### config.mk
export PLATFORM = sky130hd
export DESIGN_NAME = axi_wr_queue_flat
export DESIGN_NICKNAME = d
export VERILOG_FILES = /design/src/rtl/axi_wr_queue_pkg.sv /design/src/rtl/axi_wr_queue_if.sv /design/src/rtl/axi_wr_entry_ram.sv /design/src/rtl/axi_wr_queue.sv /design/src/flat_wrapper.sv
export SDC_FILE = /design/constraint.sdc
export NUM_CORES = 1
export LEC_CHECK = 0
export CAP_MARGIN = 10
export CORE_ASPECT_RATIO = 0.8
export CORE_MARGIN = 2
export CORE_UTILIZATION = 56
export CTS_CLUSTER_SIZE = 14
export DETAILED_ROUTE_END_ITERATION = 10
export MAX_ROUTING_LAYER = met4
export PLACE_DENSITY = 0.79
export SETUP_SLACK_MARGIN = 0.5
export SYNTH_ARGS = -nofsm -noshare
export SYNTH_HDL_FRONTEND = slang
export SYNTH_SLANG_ARGS = --single-unit
### constraint.sdc
create_clock -name clk -period 17.33 [get_ports clk]
set_input_delay 3.466 -clock clk [delete_from_list [all_inputs] [get_ports clk]]
set_output_delay 3.466 -clock clk [all_outputs]
set_load 0.01 [all_outputs]
### src/rtl/axi_wr_queue_pkg.sv
// Shared AXI encodings and small helpers for the write queue.
package axi_wr_queue_pkg;

    localparam logic [1:0] BURST_FIXED = 2'b00;
    localparam logic [1:0] BURST_INCR  = 2'b01;
    localparam logic [1:0] RESP_OKAY   = 2'b00;

    localparam logic [2:0] SIZE_1B = 3'd0;
    localparam logic [2:0] SIZE_2B = 3'd1;
    localparam logic [2:0] SIZE_4B = 3'd2;

    // Two-way one-hot select: sel[1] picks in_1, sel[0] picks in_0.
    function automatic logic [31:0] mux_1h_32(input logic [1:0]  sel,
                                              input logic [31:0] in_0,
                                              input logic [31:0] in_1);
        return ({32{sel[0]}} & in_0) | ({32{sel[1]}} & in_1);
    endfunction

endpackage

### src/rtl/axi_wr_queue_if.sv
// AXI3 write-address, write-data and write-response channels.
// Handshake: a transfer happens on a rising clock edge where valid and ready are
// both 1; a source holds valid and its payload stable until that edge, and valid
// never depends combinationally on ready.
interface axi_wr_queue_if;

    logic        awvalid;
    logic        awready;
    logic [31:0] awaddr;
    logic [7:0]  awlen;
    logic [2:0]  awsize;
    logic [1:0]  awburst;
    logic [3:0]  awid;

    logic        wvalid;
    logic        wready;
    logic [31:0] wdata;
    logic [3:0]  wstrb;
    logic        wlast;
    logic [3:0]  wid;

    logic        bvalid;
    logic        bready;
    logic [1:0]  bresp;
    logic [3:0]  bid;

    modport master (
        output awvalid, awaddr, awlen, awsize, awburst, awid,
        output wvalid, wdata, wstrb, wlast, wid,
        output bready,
        input  awready, wready, bvalid, bresp, bid
    );

    modport slave (
        input  awvalid, awaddr, awlen, awsize, awburst, awid,
        input  wvalid, wdata, wstrb, wlast, wid,
        input  bready,
        output awready, wready, bvalid, bresp, bid
    );

endinterface

### src/rtl/axi_wr_entry_ram.sv
// Entry storage for the write queue: one write port, an AW-side read port, a
// W-side read port and a tap of every entry's line address for hazard compare.
module axi_wr_entry_ram
    import axi_wr_queue_pkg::*;
#(
    parameter int DEPTH = 4,
    parameter int DW    = 128,
    parameter int LW    = 4
) (
    input  logic                          clk,
    input  logic                          we,
    input  logic [$clog2(DEPTH)-1:0]      wr_idx,
    input  logic [DW-1:0]                 wr_data,
    input  logic [31:0]                   wr_addr,
    input  logic                          wr_burst,
    input  logic [1:0]                    wr_size,
    input  logic [3:0]                    wr_strb,
    input  logic [$clog2(DEPTH)-1:0]      aw_idx,
    output logic [31:0]                   aw_addr,
    output logic                          aw_burst,
    output logic [1:0]                    aw_size,
    input  logic [$clog2(DEPTH)-1:0]      w_idx,
    output logic [DW-1:0]                 w_data,
    output logic                          w_burst,
    output logic [3:0]                    w_strb,
    output logic [DEPTH-1:0][31-LW:0]     line_tap
);

    logic [DEPTH-1:0][DW-1:0] data_q,  data_d;
    logic [DEPTH-1:0][31:0]   addr_q,  addr_d;
    logic [DEPTH-1:0]         burst_q, burst_d;
    logic [DEPTH-1:0][1:0]    size_q,  size_d;
    logic [DEPTH-1:0][3:0]    strb_q,  strb_d;

    // Write the addressed entry on an accepted enqueue, hold everything else.
    always_comb begin
        data_d  = data_q;
        addr_d  = addr_q;
        burst_d = burst_q;
        size_d  = size_q;
        strb_d  = strb_q;
        if (we) begin
            data_d[wr_idx]  = wr_data;
            addr_d[wr_idx]  = wr_addr;
            burst_d[wr_idx] = wr_burst;
            size_d[wr_idx]  = wr_size;
            strb_d[wr_idx]  = wr_strb;
        end
    end

    // Storage carries no reset; entries are only read once they are live.
    always_ff @(posedge clk) begin
        data_q  <= data_d;
        addr_q  <= addr_d;
        burst_q <= burst_d;
        size_q  <= size_d;
        strb_q  <= strb_d;
    end

    assign aw_addr  = addr_q[aw_idx];
    assign aw_burst = burst_q[aw_idx];
    assign aw_size  = size_q[aw_idx];
    assign w_data   = data_q[w_idx];
    assign w_burst  = burst_q[w_idx];
    assign w_strb   = strb_q[w_idx];

    // Line-address tap of every entry; liveness is decided by the pointer owner.
    always_comb begin
        line_tap = '0;
        for (int i = 0; i < DEPTH; i++) begin
            line_tap[i] = addr_q[i][31:LW];
        end
    end

endmodule

### src/rtl/axi_wr_queue.sv
// Multi-entry AXI3 write master. Entries are enqueued at tail, issued on AW at
// aw_p, streamed on W at w_p and retired at head when their B arrives.
module axi_wr_queue
    import axi_wr_queue_pkg::*;
#(
    parameter int         BYTES_PER_LINE = 16,
    parameter int         DEPTH          = 4,
    parameter logic [3:0] AXI_ID         = 4'd1
) (
    input  logic                          clk,
    input  logic                          resetn,
    input  logic                          wr_req,
    output logic                          wr_rdy,
    input  logic                          burst,
    input  logic [8*BYTES_PER_LINE-1:0]   data,
    input  logic [31:0]                   addr,
    input  logic [1:0]                    size,
    input  logic [3:0]                    strb,
    input  logic [31:0]                   rd_check_addr,
    output logic                          rd_hazard,
    output logic                          wr_idle,
    output logic                          bresp_err,
    axi_wr_queue_if.master                m
);

    localparam int PW    = $clog2(DEPTH);
    localparam int BEATS = BYTES_PER_LINE / 4;
    localparam int BW    = $clog2(BEATS);
    localparam int LW    = $clog2(BYTES_PER_LINE);
    localparam int DW    = 8 * BYTES_PER_LINE;

    // Pointers carry one extra wrap bit so full and empty are distinguishable.
    logic [PW:0]   tail_q, tail_d;
    logic [PW:0]   aw_p_q, aw_p_d;
    logic [PW:0]   w_p_q,  w_p_d;
    logic [PW:0]   head_q, head_d;
    logic [PW:0]   count_q, count_d;
    logic [BW-1:0] beat_q, beat_d;
    logic          wr_rdy_q, wr_rdy_d;
    logic          bresp_err_q, bresp_err_d;

    logic          enq, aw_hs, w_hs, ret;
    logic          awvalid_c, wvalid_c, wlast_c;

    logic [31:0]               aw_addr;
    logic                      aw_burst;
    logic [1:0]                aw_size;
    logic [DW-1:0]             w_data;
    logic                      w_burst;
    logic [3:0]                w_strb;
    logic [DEPTH-1:0][31-LW:0] line_tap;

    axi_wr_entry_ram #(
        .DEPTH (DEPTH),
        .DW    (DW),
        .LW    (LW)
    ) u_ram (
        .clk      (clk),
        .we       (enq),
        .wr_idx   (tail_q[PW-1:0]),
        .wr_data  (data),
        .wr_addr  (addr),
        .wr_burst (burst),
        .wr_size  (size),
        .wr_strb  (strb),
        .aw_idx   (aw_p_q[PW-1:0]),
        .aw_addr  (aw_addr),
        .aw_burst (aw_burst),
        .aw_size  (aw_size),
        .w_idx    (w_p_q[PW-1:0]),
        .w_data   (w_data),
        .w_burst  (w_burst),
        .w_strb   (w_strb),
        .line_tap (line_tap)
    );

    // Channel valids come from registered pointers only, so wr_req never reaches AXI combinationally.
    always_comb begin
        awvalid_c = (aw_p_q != tail_q);
        wvalid_c  = (w_p_q != aw_p_q);
        wlast_c   = w_burst ? (beat_q == BW'(BEATS - 1)) : 1'b1;
        enq       = wr_req & wr_rdy_q;
        aw_hs     = awvalid_c & m.awready;
        w_hs      = wvalid_c & m.wready;
        ret       = m.bvalid & (head_q != w_p_q);
    end

    // Next-state for pointers, occupancy, beat counter and the sticky error.
    always_comb begin
        tail_d      = tail_q + {{PW{1'b0}}, enq};
        aw_p_d      = aw_p_q + {{PW{1'b0}}, aw_hs};
        w_p_d       = w_p_q + {{PW{1'b0}}, (w_hs & wlast_c)};
        head_d      = head_q + {{PW{1'b0}}, ret};
        beat_d      = beat_q;
        count_d     = count_q;
        bresp_err_d = bresp_err_q;
        if (w_hs) begin
            beat_d = wlast_c ? '0 : beat_q + BW'(1);
        end
        case ({enq, ret})
            2'b10:   count_d = count_q + {{PW{1'b0}}, 1'b1};
            2'b01:   count_d = count_q - {{PW{1'b0}}, 1'b1};
            default: count_d = count_q;
        endcase
        wr_rdy_d = (count_d < (PW+1)'(DEPTH));
        if (ret && (m.bresp != RESP_OKAY)) begin
            bresp_err_d = 1'b1;
        end
    end

    // State register; reset abandons any transaction in flight.
    always_ff @(posedge clk or negedge resetn) begin
        if (!resetn) begin
            tail_q      <= '0;
            aw_p_q      <= '0;
            w_p_q       <= '0;
            head_q      <= '0;
            count_q     <= '0;
            beat_q      <= '0;
            wr_rdy_q    <= 1'b1;
            bresp_err_q <= 1'b0;
        end else begin
            tail_q      <= tail_d;
            aw_p_q      <= aw_p_d;
            w_p_q       <= w_p_d;
            head_q      <= head_d;
            count_q     <= count_d;
            beat_q      <= beat_d;
            wr_rdy_q    <= wr_rdy_d;
            bresp_err_q <= bresp_err_d;
        end
    end

    // Line-granular overlap against every live entry (head .. tail-1).
    logic [PW-1:0] slot;
    always_comb begin
        rd_hazard = 1'b0;
        slot      = '0;
        for (int i = 0; i < DEPTH; i++) begin
            slot = PW'(i) - head_q[PW-1:0];
            if (({1'b0, slot} < count_q) && (line_tap[i] == rd_check_addr[31:LW])) begin
                rd_hazard = 1'b1;
            end
        end
    end

    assign wr_rdy    = wr_rdy_q;
    assign wr_idle   = (count_q == '0);
    assign bresp_err = bresp_err_q;

    assign m.awvalid = awvalid_c;
    assign m.awaddr  = aw_addr;
    assign m.awlen   = aw_burst ? 8'(BEATS - 1) : 8'd0;
    assign m.awsize  = aw_burst ? SIZE_4B : {1'b0, aw_size};
    assign m.awburst = aw_burst ? BURST_INCR : BURST_FIXED;
    assign m.awid    = AXI_ID;

    assign m.wvalid  = wvalid_c;
    assign m.wdata   = mux_1h_32({w_burst, ~w_burst}, w_data[31:0], w_data[{beat_q, 5'd0} +: 32]);
    assign m.wstrb   = w_burst ? 4'hF : w_strb;
    assign m.wlast   = wlast_c;
    assign m.wid     = AXI_ID;

    assign m.bready  = 1'b1;

    // bid carries no information for a single-ID master; low read-address bits are below line granularity.
    logic unused_ok;
    assign unused_ok = ^{m.bid, rd_check_addr[LW-1:0]};

    // A response with no entry whose data has been sent is a protocol error upstream.
    bvalid_with_no_sent_entry: assert property (
        @(posedge clk) disable iff (!resetn) !(m.bvalid && (head_q == w_p_q))
    );

endmodule

### src/flat_wrapper.sv
// flat-port wrapper written by rule: the top's interface ports become plain ports
module axi_wr_queue_flat import axi_wr_queue_pkg::*;
#(
    parameter int         BYTES_PER_LINE = 16,
    parameter int         DEPTH          = 4,
    parameter logic [3:0] AXI_ID         = 4'd1
)
  (clk, resetn, wr_req, wr_rdy, burst, data, addr, size, strb, rd_check_addr, rd_hazard, wr_idle, bresp_err, m_awvalid, m_awaddr, m_awlen, m_awsize, m_awburst, m_awid, m_wvalid, m_wdata, m_wstrb, m_wlast, m_wid, m_bready, m_awready, m_wready, m_bvalid, m_bresp, m_bid);
  axi_wr_queue_if m_i ();
  input  logic clk;
  input  logic resetn;
  input  logic wr_req;
  output logic wr_rdy;
  input  logic burst;
  input  logic [8*BYTES_PER_LINE-1:0] data;
  input  logic [31:0] addr;
  input  logic [1:0] size;
  input  logic [3:0] strb;
  input  logic [31:0] rd_check_addr;
  output logic rd_hazard;
  output logic wr_idle;
  output logic bresp_err;
  output wire logic [$bits(m_i.awvalid)-1:0] m_awvalid;
  output wire logic [$bits(m_i.awaddr)-1:0] m_awaddr;
  output wire logic [$bits(m_i.awlen)-1:0] m_awlen;
  output wire logic [$bits(m_i.awsize)-1:0] m_awsize;
  output wire logic [$bits(m_i.awburst)-1:0] m_awburst;
  output wire logic [$bits(m_i.awid)-1:0] m_awid;
  output wire logic [$bits(m_i.wvalid)-1:0] m_wvalid;
  output wire logic [$bits(m_i.wdata)-1:0] m_wdata;
  output wire logic [$bits(m_i.wstrb)-1:0] m_wstrb;
  output wire logic [$bits(m_i.wlast)-1:0] m_wlast;
  output wire logic [$bits(m_i.wid)-1:0] m_wid;
  output wire logic [$bits(m_i.bready)-1:0] m_bready;
  input wire logic [$bits(m_i.awready)-1:0] m_awready;
  input wire logic [$bits(m_i.wready)-1:0] m_wready;
  input wire logic [$bits(m_i.bvalid)-1:0] m_bvalid;
  input wire logic [$bits(m_i.bresp)-1:0] m_bresp;
  input wire logic [$bits(m_i.bid)-1:0] m_bid;
  assign m_awvalid = m_i.awvalid;
  assign m_awaddr = m_i.awaddr;
  assign m_awlen = m_i.awlen;
  assign m_awsize = m_i.awsize;
  assign m_awburst = m_i.awburst;
  assign m_awid = m_i.awid;
  assign m_wvalid = m_i.wvalid;
  assign m_wdata = m_i.wdata;
  assign m_wstrb = m_i.wstrb;
  assign m_wlast = m_i.wlast;
  assign m_wid = m_i.wid;
  assign m_bready = m_i.bready;
  assign m_i.awready = m_awready;
  assign m_i.wready = m_wready;
  assign m_i.bvalid = m_bvalid;
  assign m_i.bresp = m_bresp;
  assign m_i.bid = m_bid;
  axi_wr_queue #(.BYTES_PER_LINE(BYTES_PER_LINE), .DEPTH(DEPTH), .AXI_ID(AXI_ID)) u_core (.clk(clk), .resetn(resetn), .wr_req(wr_req), .wr_rdy(wr_rdy), .burst(burst), .data(data), .addr(addr), .size(size), .strb(strb), .rd_check_addr(rd_check_addr), .rd_hazard(rd_hazard), .wr_idle(wr_idle), .bresp_err(bresp_err), .m(m_i));
endmodule
[Yosys cells after proc, flatten, opt, wreduce, memory -nomap -nowiden]
Index checks and enable logic that the tools add are counted.
Cells by class
  shift-type cells: 1
  multiply operators: 0
  divide/modulo/power cells: 0
  equal/unequal tests: 10
  reductions and logical operators: 8
  $add $sub $neg: 11
  mux-type cells: 38
  bitwise operators: 9
  magnitude comparators: 9
Operators with widths (number)
  bitwise mux 512 bit: 1
  binary-select mux 128 bit (select 2 bit): 1
  demux 128 bit (select 2 bit): 1
  2-to-1 mux 128 bit: 2
  bitwise mux 128 bit: 1
  variable part select 128 x 8 -> 32 bit: 1
  == test 28 bit: 4
  AND 32 bit: 2
  binary-select mux 32 bit (select 2 bit): 1
  demux 32 bit (select 2 bit): 1
  2-to-1 mux 32 bit: 2
  OR 32 bit: 1
  bitwise mux 16 bit: 1
  adder 3 x 1 -> 3 bit: 4
  less-than comparator 2 x 3 -> 1 bit: 4
  2-to-1 mux 4 bit: 3
  2-to-1 mux 2 bit: 5
  less-than comparator 2 x 3 -> 1 bit (second input constant): 3
  2-to-1 mux 1 bit: 9
  != test 3 bit: 3
  binary-select mux 4 bit (select 2 bit): 1
  bitwise mux 8 bit: 1
  demux 4 bit (select 2 bit): 1
  logical AND 1 bit: 6
  19 further kinds: 27
Word-level totals
  RAM bits: 0
  memories: 0
  register bits: 687
  memory bits (read-only): 0
  bits in latches: 0

[Logic depth before layout (Yosys ltp)]
  depth after elaboration: 7
  gate-level depth with buffers: 11
  gate-level depth less buffers: 8

[Hierarchy]
From an unflattened synthesis, not the netlist that was laid out.
Unflattened totals
  cells, all modules: 1373
  area, all modules: 28397.2 um2
Modules (own cells, without submodules)
  axi_wr_entry_ram: times used 1, area an instance 24957.7 um2, cells each 990, seq. area each 20059.2 um2
  axi_wr_queue: times used 1, area an instance 3439.5 um2, cells each 383, seq. area each 476.7 um2

[Worst setup path after synthesis]
No wires, ideal clock.
  path kind: input -> register
  from: input wr_req
  to: register u_core.u_ram.addr_q[64] (netlist name) (enable)
  data arrival time: 15681 ps
  setup slack: 717 ps
  stages: 2
  path buffers: 0
  setup time: 933 ps
  cells stage by stage: nand2_1 > nor3b_1
Between the ends
  cells in the longest elaborated chain, start to end: 1
RTL lines
  start: declaration: RTL line flat_wrapper.sv:12  | input logic wr_req;
  AND 1 bit: RTL line axi_wr_queue.sv:82  | enq = wr_req & wr_rdy_q;
  end signal: assignment: RTL line axi_wr_entry_ram.sv:54  | addr_q <= addr_d;
  end: declaration: RTL line axi_wr_entry_ram.sv:30  | logic [DEPTH-1:0][31:0] addr_q, addr_d;
No other way between the ends.
A chain may end at the register's enable or synchronous reset.

[Worst setup path in the final report]
  from: input rd_check_addr[28]
  to: output rd_hazard
Between the ends
  cells in the longest elaborated chain, start to end: 6
  elaborated cells on any way between the ends: 12
  those cells by class: 4 x eq/ne; 4 x mux; 4 x reduce/logical
RTL lines
  start: declaration: RTL line flat_wrapper.sv:19  | input logic [31:0] rd_check_addr;
  == test 28 bit: RTL line axi_wr_queue.sv:141  | if (({1'b0, slot} < count_q) && (line_tap[i] == rd_check_addr[31:LW])) begin
  logical AND 1 bit: RTL line axi_wr_queue.sv:141
  2-to-1 mux 1 bit (3 in series): RTL line axi_wr_queue.sv:141
  2-to-1 mux 1 bit *: RTL line axi_wr_queue.sv:141
  end: declaration: RTL line flat_wrapper.sv:20  | output logic rd_hazard;
Every way passes the cells marked *; elsewhere a longest branch is shown, timed or not.

==> impl_metrics.csv <==
group,metric,value,unit
finish,area_growth,19.7,%
finish,final_area,0.0333,mm2
floorplanning,num_io_pins,308,
timing,fin_setup_tns,0,ns
timing,worst_slack,7.95,ns
synthesis,syn_area,0.0279,mm2
timing,setup_viol,0,
cts,holdBufCountCts,0,
synthesis,yosys_warnings,0,
cts,insertion_delay,0.60,ns
pwr,p_per_area,161,mW/mm2
worst_hold_path,hold_path_depth,1,
cts,cts_htree_levels,3,
place,place_congestion,0.858,
timing,fin_crit_sh,54.1,%
timing,relSlewSlack,25.9,%
routing,vias,14000,
critical_path,max_stage_delay,0.56,ns
place,numPortBuffers,282,
cts,cts.clk_slew.worst_paths,0.06,ns
place,place_area,0.0313,mm2
timing,fin_worst_skew,0.0199,ns
synthesis,yosysTopAreaCellShare,72.0,%
synthesis,ys_seq_elements,687,
critical_path,crit_fanout,4,
cts,clockRootBuffer,"clkbuf_16",
routing,via_per_inst,5.89,
synthesis,synth-simple-area-share,2.08,%
critical_path,worstPathRequired,13.86,ns
cts,cts_tree,"done",
synthesis,synth_compound_area_share,2.55,%
synthesis,syn_inst,1331,
timing,fmax,107,MHz
critical_path,crit_path_top_delay_cell,"clkdlybuf4s50_1",
synthesis,avgSynthCellArea,20.9,um2
synthesis,muxShareOfSynthArea,15.0,%
synthesis,synthXorXnorAreaFrac,4.06,%
routing,routed_wl,60.4,mm
timing,whs,0.473,ns
grt,gr-total-overflow,0,
cts,numClockSinks,687,
finish,final_util,67.4,%
floorplanning,die_y,203,um
grt,top_usage_layer,"met2",
synthesis,yosysTopAreaCell,"edfxtp_1",
worst_hold_path,hold_start,"u_core.bresp_err",
timing,worst_pin_slew,1.11,ns
critical_path,end_kind,"output port",
timing,fin_crit,9.38,ns
synthesis,synth-seq-area-share,73.7,%
grt,grtUsageMet3,6.31,%
grt,track_usage,24.5,%
critical_path,cp.arrival,5.91,ns
critical_path,reg2reg_slack,13.73,ns
critical_path,path_class,"input pin to output port",
finish,final_common_cell,"edfxtp_1",
synthesis,synth_top_family_by_area,"multiplexers",
cts,numCtsBuffers,67,
critical_path,r2r.worst_path.cells,8,
synthesis,synth_fa_ha_area_share,0.701,%
finish,nNetsFinal,1859,
cts,clockBufferDepth,3,
timing,drv_slew,0,
place,dp_hpwl,36.4,mm
place,preCtsSetupSlack,8.03,ns
critical_path,path_buf_inv,2,
pwr,max-vdd-ir-drop,0.127,mV
finish,mostFrequentLayoutCells,"edfxtp_1, clkdlybuf4s50_1, mux4_2",
timing,rsz0062_at_grt,"no",
critical_path,cp-start-kind,"input pin",
timing,finalHoldViolations,0,
floorplanning,rows,73,
critical_path,cp_cell_sequence,"clkdlybuf4s50_1 -> xor2_1 -> nor4_1 -> o21ai_0 -> nor4_1 -> or4_1 -> clkdlybuf4s50_1",
floorplanning,start_util,56.4,%
routing,ant_nets,0,
routing,post-route-drc-count,0,
routing,first_pass_iters,5,
critical_path,timing.rr.end,"u_core.w_p_q[2]",
finish,drive_gt1_share,20.1,%
grt,grt_pass1_wl,89.0,mm
floorplanning,core,0.0494,mm2
grt,globalRouteMet1Util,32.0,%
worst_hold_path,hold_end,"u_core.bresp_err",
critical_path,timing.rr.start,"u_core.w_p_q[0]",
cts,cts_setup_buffers,0,
synthesis,synth_area_leaders,"edfxtp_1, mux4_2, xor2_1, dfrtp_1, mux2_2",
grt,met2_usage,37.7,%
floorplanning,die_w,253,um
run,cap_violations,0,
routing,wl_per_cell,25.4,um
grt,grt_pass1_vias,14500,
critical_path,crit_family,"buffers and inverters",
status,outcome,"finished, final reports clean",
synthesis,synth_cell_types,40,
worst_hold_path,min_path_type,"register to register",
floorplanning,die-area,0.0515,mm2
pwr,p_leak,10.7,nW
grt,antenna_found_initial,16,
grt,grt_max_degree,137,
finish,fillers,3211,
routing,drtIter0Drc,1143,
cts,cts_resized,0,
[synth_stat cells, drive strengths merged]
master / n
edfxtp: 668
mux4: 167
xor2: 88
buf: 60
xnor2: 41
o21ai: 36
mux2: 34
nor2b: 33
a22oi: 31
a31oi: 31
clkbuf: 26
nor4: 24
dfrtp: 18
ha: 14
nand4: 12
a21oi: 5
inv: 5
nor2: 5
or2: 5
mux2i: 4
nand2: 3
nand2b: 3
nand3: 3
and2: 2
conb: 2
nor3: 2
nor3b: 2
a22o: 1
and3: 1
dfstp: 1
fa: 1
o221a: 1
o31a: 1
or4: 1
[how the worst max path moves through the flow]
stage                       from                      end  slack (ns)  depth (start not counted)
4_1_cts        rd_check_addr[17]                rd_hazard        8.02                          7
3_3_place_gp   rd_check_addr[28]                rd_hazard        8.06                          7
3_5_place_dp   rd_check_addr[17]                rd_hazard        8.03                          7
6_report       rd_check_addr[28]                rd_hazard        7.95                          7
2_1_floorplan             wr_req  u_core.u_ram.addr_q[64]        0.72                          2
5_1_grt        rd_check_addr[17]                rd_hazard        7.85                          7
[layer usage]
metal	routed length (um)	part of all wire (%)
met5	0	0
met4	1600	2.6
met3	4510	7.5
met2	29600	49
met1	24600	41
[sequential cells by signal, indices dropped and copies added, names as in the netlist, named ones only]
name and count:
u_core.u_ram.data_q 512, u_core.u_ram.line_tap 112, u_core.u_ram.addr_q 16, u_core.u_ram.strb_q 16
u_core.u_ram.size_q 8, u_core.u_ram.burst_q 4, u_core.aw_p_q 3, u_core.head_q 3
u_core.tail_q 3, u_core.w_p_q 3, u_core.beat_q 2, u_core.count_q 2
u_core.bresp_err 1, u_core.wr_rdy 1
[worst register-to-register path: cells and delay by family, from the launching register on]
| family | cells | cell delay, ns |
|---|---|---|
| multiplexers | 1 | 0.41 |
| adder cells (fa/ha/maj) | 2 | 0.35 |
| XOR/XNOR | 1 | 0.14 |
| buffers and inverters | 2 | 1.24 |
| flip-flops | 1 | 0.94 |
| AND/OR/NAND/NOR | 2 | 0.41 |
[where the power goes]
group | switching (mW) | internal [mW] | leakage (nW)
logic | 0.868 | 0.914 | 3.43
registers | 0.167 | 2.11 | 6.29
clock network | 0.588 | 0.732 | 0.948
[logic make-up after synthesis]
kind of cell,Yosys count
AO/OA/AOI/OAI,106
XOR/XNOR,129
adder cells (fa/ha/maj),15
buffers and inverters,91
flip-flops,687
multiplexers,205
other,2
AND/OR/NAND/NOR,96
[through the flow]
step | cells | power, mW
after detailed placement | 2239 | 4.11
after global routing | 2374 | 5.62
after global placement | 2239 | 4.08
final | 2375 | 5.38
after floorplan | 1346 | 3.48
after CTS | 2358 | 5.44
[final cells by class]
type / count / area, um2 / share of cell area (%)
clock buffers: 85 / 1790 / 5.36
inverters: 5 / 18.8 / 0.0563
diodes: 17 / 42.5 / 0.128
repair buffers: 304 / 3010 / 9.04
flip-flops and latches: 687 / 20500 / 61.7
clock inverters: 34 / 178 / 0.533
well taps: 675 / 845 / 2.53
multi-input cells: 568 / 6900 / 20.7
Note: power is estimated with default switching activity, not from simulation.
